### config.mk
export PLATFORM = sky130hd
export DESIGN_NAME = fetch_unit
export DESIGN_NICKNAME = d
export VERILOG_FILES = /design/src/rtl/fetch_unit.sv
export SDC_FILE = /design/constraint.sdc
export NUM_CORES = 1
export LEC_CHECK = 0
export ABC_AREA = 0
export BUFFER_PORTS_ARGS = -buffer_cell sky130_fd_sc_hd__buf_2
export CORE_MARGIN = 2
export CORE_UTILIZATION = 47
export CTS_CLUSTER_DIAMETER = 150
export DETAILED_ROUTE_END_ITERATION = 7
export PLACE_DENSITY = 0.79
export SLEW_MARGIN = 20
export SYNTH_ARGS = -nofsm -noshare
export SYNTH_HDL_FRONTEND = slang
export SYNTH_SLANG_ARGS = --single-unit
### constraint.sdc
create_clock -name clk -period 3 [get_ports clk]
set_input_delay 0.9 -clock clk [delete_from_list [all_inputs] [get_ports clk]]
set_output_delay 0.9 -clock clk [all_outputs]
set_load 0.01 [all_outputs]
### src/rtl/fetch_unit.sv
// Instruction-fetch stage: PC register, address to InstructionMemory, IF/ID capture.
// Latency: word addressed in cycle n-1 is in IF/ID after edge n; redirect costs 1 bubble.
// Backpressure: stall holds PC and IF/ID; flush and branch insert a bubble.
//
// Ports: clk/rst (sync, active-high); stall, flush, branch_taken, branch_target
// in; instruccion from memory; direccion (= PC) out; if_id_instr/_pc/_pc_plus4/
// _valid pipeline register; misaligned one-cycle redirect flag; fetch_count
// saturating count of valid captures; halted.
// Optional feature macro FETCH_HALT_EN: an all-ones word halts fetch until a
// branch or reset. Without it, halted is tied to 0.
module fetch_unit #(
  parameter logic [7:0] RESET_PC = 8'h00,
  parameter logic [7:0] PC_STEP  = 8'd4
) (
  input  logic        clk,
  input  logic        rst,
  input  logic        stall,
  input  logic        flush,
  input  logic        branch_taken,
  input  logic [7:0]  branch_target,
  input  logic [31:0] instruccion,
  output logic [7:0]  direccion,
  output logic [31:0] if_id_instr,
  output logic [7:0]  if_id_pc,
  output logic [7:0]  if_id_pc_plus4,
  output logic        if_id_valid,
  output logic        misaligned,
  output logic [15:0] fetch_count,
  output logic        halted
);

  logic [7:0]  pc_q, pc_d;
  logic [31:0] instr_q, instr_d;
  logic [7:0]  ipc_q, ipc_d;
  logic [7:0]  ipc4_q, ipc4_d;
  logic        valid_q, valid_d;
  logic        mis_q, mis_d;
  logic [15:0] cnt_q, cnt_d;
  logic [7:0]  pc_seq;
  logic        halt_active;

`ifdef FETCH_HALT_EN
  logic halt_q, halt_d;
  assign halt_active = halt_q;
`else
  assign halt_active = 1'b0;
`endif

  // Sequential next address; 8-bit wrap is intentional and unflagged.
  assign pc_seq = pc_q + PC_STEP;

  always_comb begin
    pc_d    = pc_q;
    instr_d = instr_q;
    ipc_d   = ipc_q;
    ipc4_d  = ipc4_q;
    valid_d = valid_q;
    mis_d   = 1'b0;
    cnt_d   = cnt_q;
`ifdef FETCH_HALT_EN
    halt_d  = halt_q;
`endif
    if (branch_taken) begin
      // Target is forced word-aligned; the low bits only raise the flag.
      pc_d    = {branch_target[7:2], 2'b00};
      valid_d = 1'b0;
      mis_d   = |branch_target[1:0];
`ifdef FETCH_HALT_EN
      halt_d  = 1'b0;
`endif
    end else if (halt_active) begin
      // PC frozen; keep emitting bubbles until a redirect or reset.
      valid_d = 1'b0;
    end else if (flush) begin
      valid_d = 1'b0;
      if (!stall) pc_d = pc_seq;
    end else if (!stall) begin
      instr_d = instruccion;
      ipc_d   = pc_q;
      ipc4_d  = pc_seq;
      valid_d = 1'b1;
      pc_d    = pc_seq;
      if (cnt_q != 16'hFFFF) cnt_d = cnt_q + 16'd1;
`ifdef FETCH_HALT_EN
      halt_d  = (instruccion == 32'hFFFF_FFFF);
`endif
    end
  end

  always_ff @(posedge clk) begin
    if (rst) begin
      pc_q    <= RESET_PC;
      instr_q <= 32'h0;
      ipc_q   <= 8'h0;
      ipc4_q  <= 8'h0;
      valid_q <= 1'b0;
      mis_q   <= 1'b0;
      cnt_q   <= 16'h0;
    end else begin
      pc_q    <= pc_d;
      instr_q <= instr_d;
      ipc_q   <= ipc_d;
      ipc4_q  <= ipc4_d;
      valid_q <= valid_d;
      mis_q   <= mis_d;
      cnt_q   <= cnt_d;
    end
  end

`ifdef FETCH_HALT_EN
  always_ff @(posedge clk) begin
    if (rst) halt_q <= 1'b0;
    else     halt_q <= halt_d;
  end
`endif

  assign direccion      = pc_q;
  assign if_id_instr    = instr_q;
  assign if_id_pc       = ipc_q;
  assign if_id_pc_plus4 = ipc4_q;
  assign if_id_valid    = valid_q;
  assign misaligned     = mis_q;
  assign fetch_count    = cnt_q;
  assign halted         = halt_active;

endmodule

======== Yosys cells after proc, flatten, opt, wreduce, memory -nomap -nowiden ========
Cells that the tools add are included.
storage, ports and cells
  register bits after elaboration ......... 74
  bits of input ports ..................... 45
  output and inout bits ................... 75
  word-level logic and storage cells ...... 23
cells by class
  add/subtract/negate cells ............... 2
  equal/unequal tests ..................... 2
  muxes and demuxes ....................... 2
  bitwise operators ....................... 3
  reduce and logical (&&, ||, !) cells .... 6
operator list
  kind                                                   number
  adder 16 x 1 -> 16 bit, second input constant          1
  2-to-1 mux 8 bit                                       2
  inequality test 16 bit, second input constant          1
  adder 8 x 3 -> 8 bit, second input constant            1
  OR reduction 2 bit                                     3
  AND reduction 4 bit                                    1
  NOT 1 bit                                              3
  AND reduction 3 bit                                    1
  OR reduction 3 bit                                     1
  inequality test 2 x 1 -> 1 bit, second input constant  1

======== Depth between registers and ports, before layout ========
Gate-level depths: netlist of the first run.
  depth after elaboration ................. 3
  depth in mapped cells ................... 6
  depth with buffers taken out ............ 5

======== Least setup slack after synthesis of the first run ========
No wires, ideal clock.
  kind .................................... input port to flip-flop
  from .................................... in stall
  to ...................................... reg cnt_q[15] (netlist: fetch_count[15])
  library setup time ...................... 0.070 ns
  data arrival time ....................... 2.539 ns
  data required time ...................... 2.930 ns
  path slack .............................. 0.390 ns
  stages .................................. 5
  buffers on the path ..................... 1
  path through ............................ or3_1 > clkbuf_1 > or4_1 > or4_1 > a21oi_1
between the ends
  longest elaborated chain between the ends .. 2
ends and longest elaborated chain
  item                                  line  RTL
  start, declared                       17    input logic stall,
  NOT 1 bit (no source line)            --
  AND reduction 4 bit (no source line)  --
  end signal, assigned                  106   cnt_q <= cnt_d;
  end, declared                         38    logic [15:0] cnt_q, cnt_d;
No other way between the ends.
A chain may end at the register's enable or synchronous reset.

======== Worst setup path in the final report of the first run ========
Ends and elaborated chain as after synthesis.

==> qor.yml, run 1 <==
clocking:
  clk_pin_slew_ps: 70
  cts_setup_buffers: 0
  holdBufCountCts: 0
  cts_tree: "done"
  cts.sinks: 68
  numCtsBuffers: 9
  clkLatencyLatePin_ps: 330
  clockBufferDepth: 2
  h-tree-depth: 3
  ctsResizeCount: 0
  cts_root_buf: "clkbuf_8"
synthesis:
  yosysWarnings: 0
  synth-seq-cells: 68
  seq_area_frac_synth_pct: 49.8
  async_flop_share_pct: 0
  synth_flop_cell: "dfxtp_1"
  syn_area_mm2: 0.00273
  synth_cell_types: 33
  synthCells: 338
  avgSynthCellArea_um2: 8.08
  synth_edf_count: 0
power:
  swShare_pct: 23.7
  leakagePower_nw: 1.56
  pwr-share-comb_pct: 8.5
  p_clk_share_pct: 42.0
  p_total_mw: 1.92
  ir_drop_mv: 0.451
  seqPwrFrac_pct: 49.5
  power.density_mw_per_mm2: 539
  p_int_mw: 1.46
  power.net_switching_mw: 0.454
global_route:
  grt_first_pass_wirelength_mm: 10.5
  gr-usage-all-layers_pct: 20.8
  grt-ovfl-total: 0
  grt_pass1_vias: 2357
  grt_max_degree: 40
  antenna_found_initial: 0
floorplanning:
  ioPinCount: 120
  core_mm2: 0.00557
  rows: 27
  die_x_um: 80.2
  dieArea_mm2: 0.00644
  die_h_um: 80.2
  initial_utilization_pct: 49.0
status:
  status: "completed"
cells_and_area:
  final_nets: 493
  nFillCells: 506
  antenna_cells: 0
  finish.instance_area_mm2: 0.00356
  area_delta_synth_final_pct: 30.3
  layout-drive-gt1-share_pct: 30.2
  finalNonFillerCells: 523
  utilization_pct: 63.8
critical_path:
  path_buf_inv: 1
  cpMostUsedCell: "or4_1"
  critical_path_class: "in2reg"
  slowest_delay_ps: 560
  critPathArrivalTime_ps: 2660
  cp_max_fo: 4
  path_cells: "buf_2, or3_1, or4_1, or4_1, a21oi_1"
  crit_slowest_cell: "or4_1"
  cp-start-kind: "input port"
  critPathRequiredTime_ps: 3260
  worst_path_dominant_cell_family: "simple AND/OR/NAND/NOR gates"
  cp-end-kind: "flip-flop"
sta:
  worst_pin_slew_ps: 639
  setup_tns_ps: 0
  slew_headroom_pct: 57.4
  maxSlewViolCount: 0
  rsz0062_at_grt: "false"
  fmax_mhz: 416
  holdWs_ps: 452
  finalHoldViolCount: 0
  min_period_ps: 2400
  setup_slack_ps: 598
  post-route-period-util_pct: 80.1
  finalSetupViolations: 0
  skew_ps: 3.77
placed_design:
  globalplace.congestion: 0.821
  place_inst: 507
  post-place-ws_ps: 276
  postPlaceCellArea_mm2: 0.00334
  dp_hpwl_mm: 4.64
  port_buffers: 112
routing:
  drtPass1Iterations: 4
  post-route-drc-count: 0
  routed_wl_mm: 6.67
  vias_per_cell: 5.14
  drt_iter0_markers: 75
  antenna_left: 0
  vias: 2690
  routedWlPerCell_um: 12.7
flow_run:
  cap_violations: 0
min_path:
  hold_path.class: "reg2reg"
registers in the layout (all words and copies together) (netlist names):
register and cells:
if_id_instr 32, fetch_count 16, direccion 6, if_id_pc 6
if_id_pc_plus4 6, if_id_valid 1, misaligned 1
routing by layer:
metal	part of all wire [%]	global-route usage, %	up-vias	wire (um)
met5	0	0	-	0
met4	2.0	9.66	0	131
met3	6.3	5.17	13	420
met2	46	35.0	92	3050
met1	46	24.8	1216	3060
li1	-	-	1369	-
worst paths after layout:
path	from	end	slack, ps	depth (start not counted)
worst max-delay path	stall	fetch_count[15]$_SDFFE_PP0P_	600	5
worst min-delay path	if_id_instr[18]$_SDFFE_PP0P_	if_id_instr[18]$_SDFFE_PP0P_	450	2
worst max register to register	fetch_count[4]$_SDFFE_PP0P_	fetch_count[15]$_SDFFE_PP0P_	980	4
worst min register to register	if_id_instr[18]$_SDFFE_PP0P_	if_id_instr[18]$_SDFFE_PP0P_	450	2
Yosys cell counts, types with 3 or more instances:
master	instances	area (um^2)
clkbuf_1	19	71.3
xor2_1	6	52.6
a21oi_1	55	275
mux2i_1	3	30.0
nand4_1	6	37.5
nor2_1	16	60.1
nor3_1	4	20.0
inv_1	4	15.0
buf_4	7	52.6
o21ai_0	11	55.1
nand3_1	7	35.0
or4_1	7	52.6
o31ai_1	5	37.5
nand2_1	84	315
or3_1	10	62.6
dfxtp_1	68	1360
a211oi_1	3	22.5
cells in the final DEF (no fill, tap or decap), types with 3 or more instances in the layout:
master	count
inv_1	4
a211oi_1	3
clkbuf_8	9
nor2_1	16
nand3_1	7
or3_1	10
conb_1	7
xor2_1	6
nand2_1	84
or4_1	7
buf_4	6
nor3_1	3
mux2i_1	3
a21oi_1	55
o31ai_1	5
buf_2	112
clkinv_2	3
o21ai_0	11
nand4_1	6
dfxtp_1	68
tightest hold or removal path, delay by kind of cell, from the launching register on:
| family | cells | cell delay (ps) |
|---|---|---|
| AO/OA/AOI/OAI | 1 | 50 |
| flip-flops | 1 | 310 |
| AND/OR/NAND/NOR | 1 | 50 |
power groups by stage:
stage | combinational (mW) | clock (mW) | sequential, mW
after floorplan | 0.0809 | 0 | 0.981
after global placement | 0.161 | 0 | 0.968
after detailed placement | 0.164 | 0 | 0.969
after CTS | 0.165 | 0.825 | 0.948
after global routing | 0.183 | 0.870 | 0.952
final | 0.164 | 0.805 | 0.949
layout make-up:
type / count / area [um^2] / share of cell area, %
clock inverters: 7 / 91.3 / 2.57
multi-input cells: 244 / 1250 / 35.2
flip-flops and latches: 68 / 1360 / 38.3
well taps: 72 / 90.1 / 2.53
repair buffers: 119 / 626 / 17.6
inverters: 4 / 15.0 / 0.422
clock buffers: 9 / 124 / 3.48
kinds of logic (layout without fill, tap and decap cells):
family                   after synthesis  count (layout)  synth area share [%]
flip-flops                            68              68                  49.8
AO/OA/AOI/OAI                         81              81                  16.4
AND/OR/NAND/NOR                      143             143                  23.6
adder cells (fa/ha/maj)                2               2                 0.916
XOR/XNOR                               8               8                  2.57
buffers and inverters                 32             139                  5.36
other                                  1               7                 0.137
multiplexers                           3               3                  1.10
Note: power is estimated with default switching activity, not from simulation.
==> run 2, diff against run 1 <==
- CORE_UTILIZATION: 47 -> 42
- PLACE_DENSITY: 0.79 -> 0.75
- clock period: 3 -> 2.15 ns (I/O delays scaled with it)
==> run 2 against run 1 <==
Effect of this change: via count down 0.52%; cell count grew 2.9%; hold slack better by 1.1 ps; largest power group unchanged; highest routed layer unchanged.
==> qor.yml, run 2 (synthesis gave the netlist of run 1 again) <==
clocking:
  h-tree-depth: 3
  cts_tree: "done"
  numCtsBuffers: 9
  holdBufCountCts: 0
  cts.sinks: 68
  ctsResizeCount: 0
  clkLatencyLatePin_ps: 340
  clk_pin_slew_ps: 70
  clockBufferDepth: 2
  cts_root_buf: "clkbuf_8"
  cts_setup_buffers: 0
power:
  p_total_mw: 2.71
  ir_drop_mv: 0.547
  leakagePower_nw: 1.60
  power.density_mw_per_mm2: 741
global_route:
  grt_first_pass_wirelength_mm: 11.1
  antenna_found_initial: 0
  grt-ovfl-total: 0
  gr-usage-all-layers_pct: 19.0
  grt_max_degree: 49
  grt_pass1_vias: 2509
sta:
  min_period_ps: 2010
  post-route-period-util_pct: 93.3
  skew_ps: 7.70
  rsz0062_at_grt: "false"
  slew_headroom_pct: 61.7
  finalHoldViolCount: 0
  worst_pin_slew_ps: 575
  maxSlewViolCount: 0
  finalSetupViolations: 0
  fmax_mhz: 498
cells_and_area:
  antenna_cells: 0
  finish.instance_area_mm2: 0.00366
  finalNonFillerCells: 538
  layout_commonest_cell: "buf_2"
  layout-drive-gt1-share_pct: 31.9
  area_delta_synth_final_pct: 34.0
  multi_input_area_mm2: 0.00126
  nFillCells: 617
  layout_common_cells: "buf_2, nand2_1, dfxtp_1"
  largest_reg_flops: 32
  final_nets: 503
  register_area_mm2: 0.00136
critical_path:
  reg2reg_from: "fetch_count[2]$_SDFFE_PP0P_"
  critPathArrivalTime_ps: 2270
  startpoint: "stall"
  cp-start-kind: "input port"
  cp_max_fo: 5
  critPathRequiredTime_ps: 2420
  critical_path_class: "in2reg"
  cp-end-kind: "flip-flop"
routing:
  routed_wl_mm: 6.65
  drt_iter0_markers: 68
  vias_per_cell: 4.97
  routedWlPerCell_um: 12.4
  drtPass1Iterations: 4
  post-route-drc-count: 0
  antenna_left: 0
  vias: 2676
floorplanning:
  rows: 29
  core_mm2: 0.00631
  die_h_um: 84.6
  initial_utilization_pct: 43.3
  ioPinCount: 120
  die_x_um: 84.6
  dieArea_mm2: 0.00716
placed_design:
  dp_hpwl_mm: 4.81
  place_inst: 522
  port_buffers: 112
  postPlaceCellArea_mm2: 0.00343
  globalplace.congestion: 0.832
min_path:
  min_from: "if_id_instr[1]$_SDFFE_PP0P_"
  hold_path.class: "reg2reg"
status:
  status: "completed"
flow_run:
  cap_violations: 0
run 2: cell types whose count changed in the layout (fill, tap and decap cells not counted), sizes merged:
| cell | before | now |
|---|---|---|
| buf | 119 | 129 |
| clkinvlp | 1 | 2 |
| clkinv | 4 | 3 |
run 2: stage by stage:
| step | setup TNS (ps) | util, % | hold WS, ps | worst slack, ps |
|---|---|---|---|---|
| 6_report | 0 | 58.0 | 453 | 144 |
| 5_1_grt | 0 | 58.0 | 478 | 42.9 |
| 4_1_cts | 0 | 58.0 | 455 | 156 |
| 3_5_place_dp | -297 | 54.4 | 443 | -200 |
| 3_3_place_gp | -230 | 54.4 | 438 | -173 |
| 2_1_floorplan | -82.5 | - | 481 | -82.5 |
run 2: area by class of cell:
class                   count  share of cell area, %
repair buffers            129                   19.1
well taps                  77                   2.63
clock inverters             7                   2.77
clock buffers               9                   3.38
multi-input cells         244                   34.5
flip-flops and latches     68                   37.2
inverters                   4                  0.410
run 2: critical path, stage by stage:
cell and delay [ps]:
buf_2 110, or3_1 430, or4_1 440, or4_1 500, a21oi_1 140
run 2: worst paths after layout:
path	to	depth (start not counted)	slack, ps
worst max-delay path	fetch_count[15]$_SDFFE_PP0P_	5	140
worst min-delay path	if_id_instr[1]$_SDFFE_PP0P_	2	450
worst max register to register	fetch_count[15]$_SDFFE_PP0P_	4	170
worst min register to register	if_id_instr[1]$_SDFFE_PP0P_	2	450
run 2: per-layer routing:
metal / global-route usage, % / part of all wire [%] / vias up
met5: 0 / 0 / -
met4: 7.50 / 1.1 / 0
met3: 5.90 / 8.2 / 8
met2: 30.6 / 45 / 88
met1: 23.8 / 45 / 1192
li1: - / - / 1388
run 2: where the power goes:
part	switching [mW]	internal, mW
Combinational	0.131	0.104
Sequential	0.0256	1.30
Clock	0.498	0.658
Total	0.655	2.06
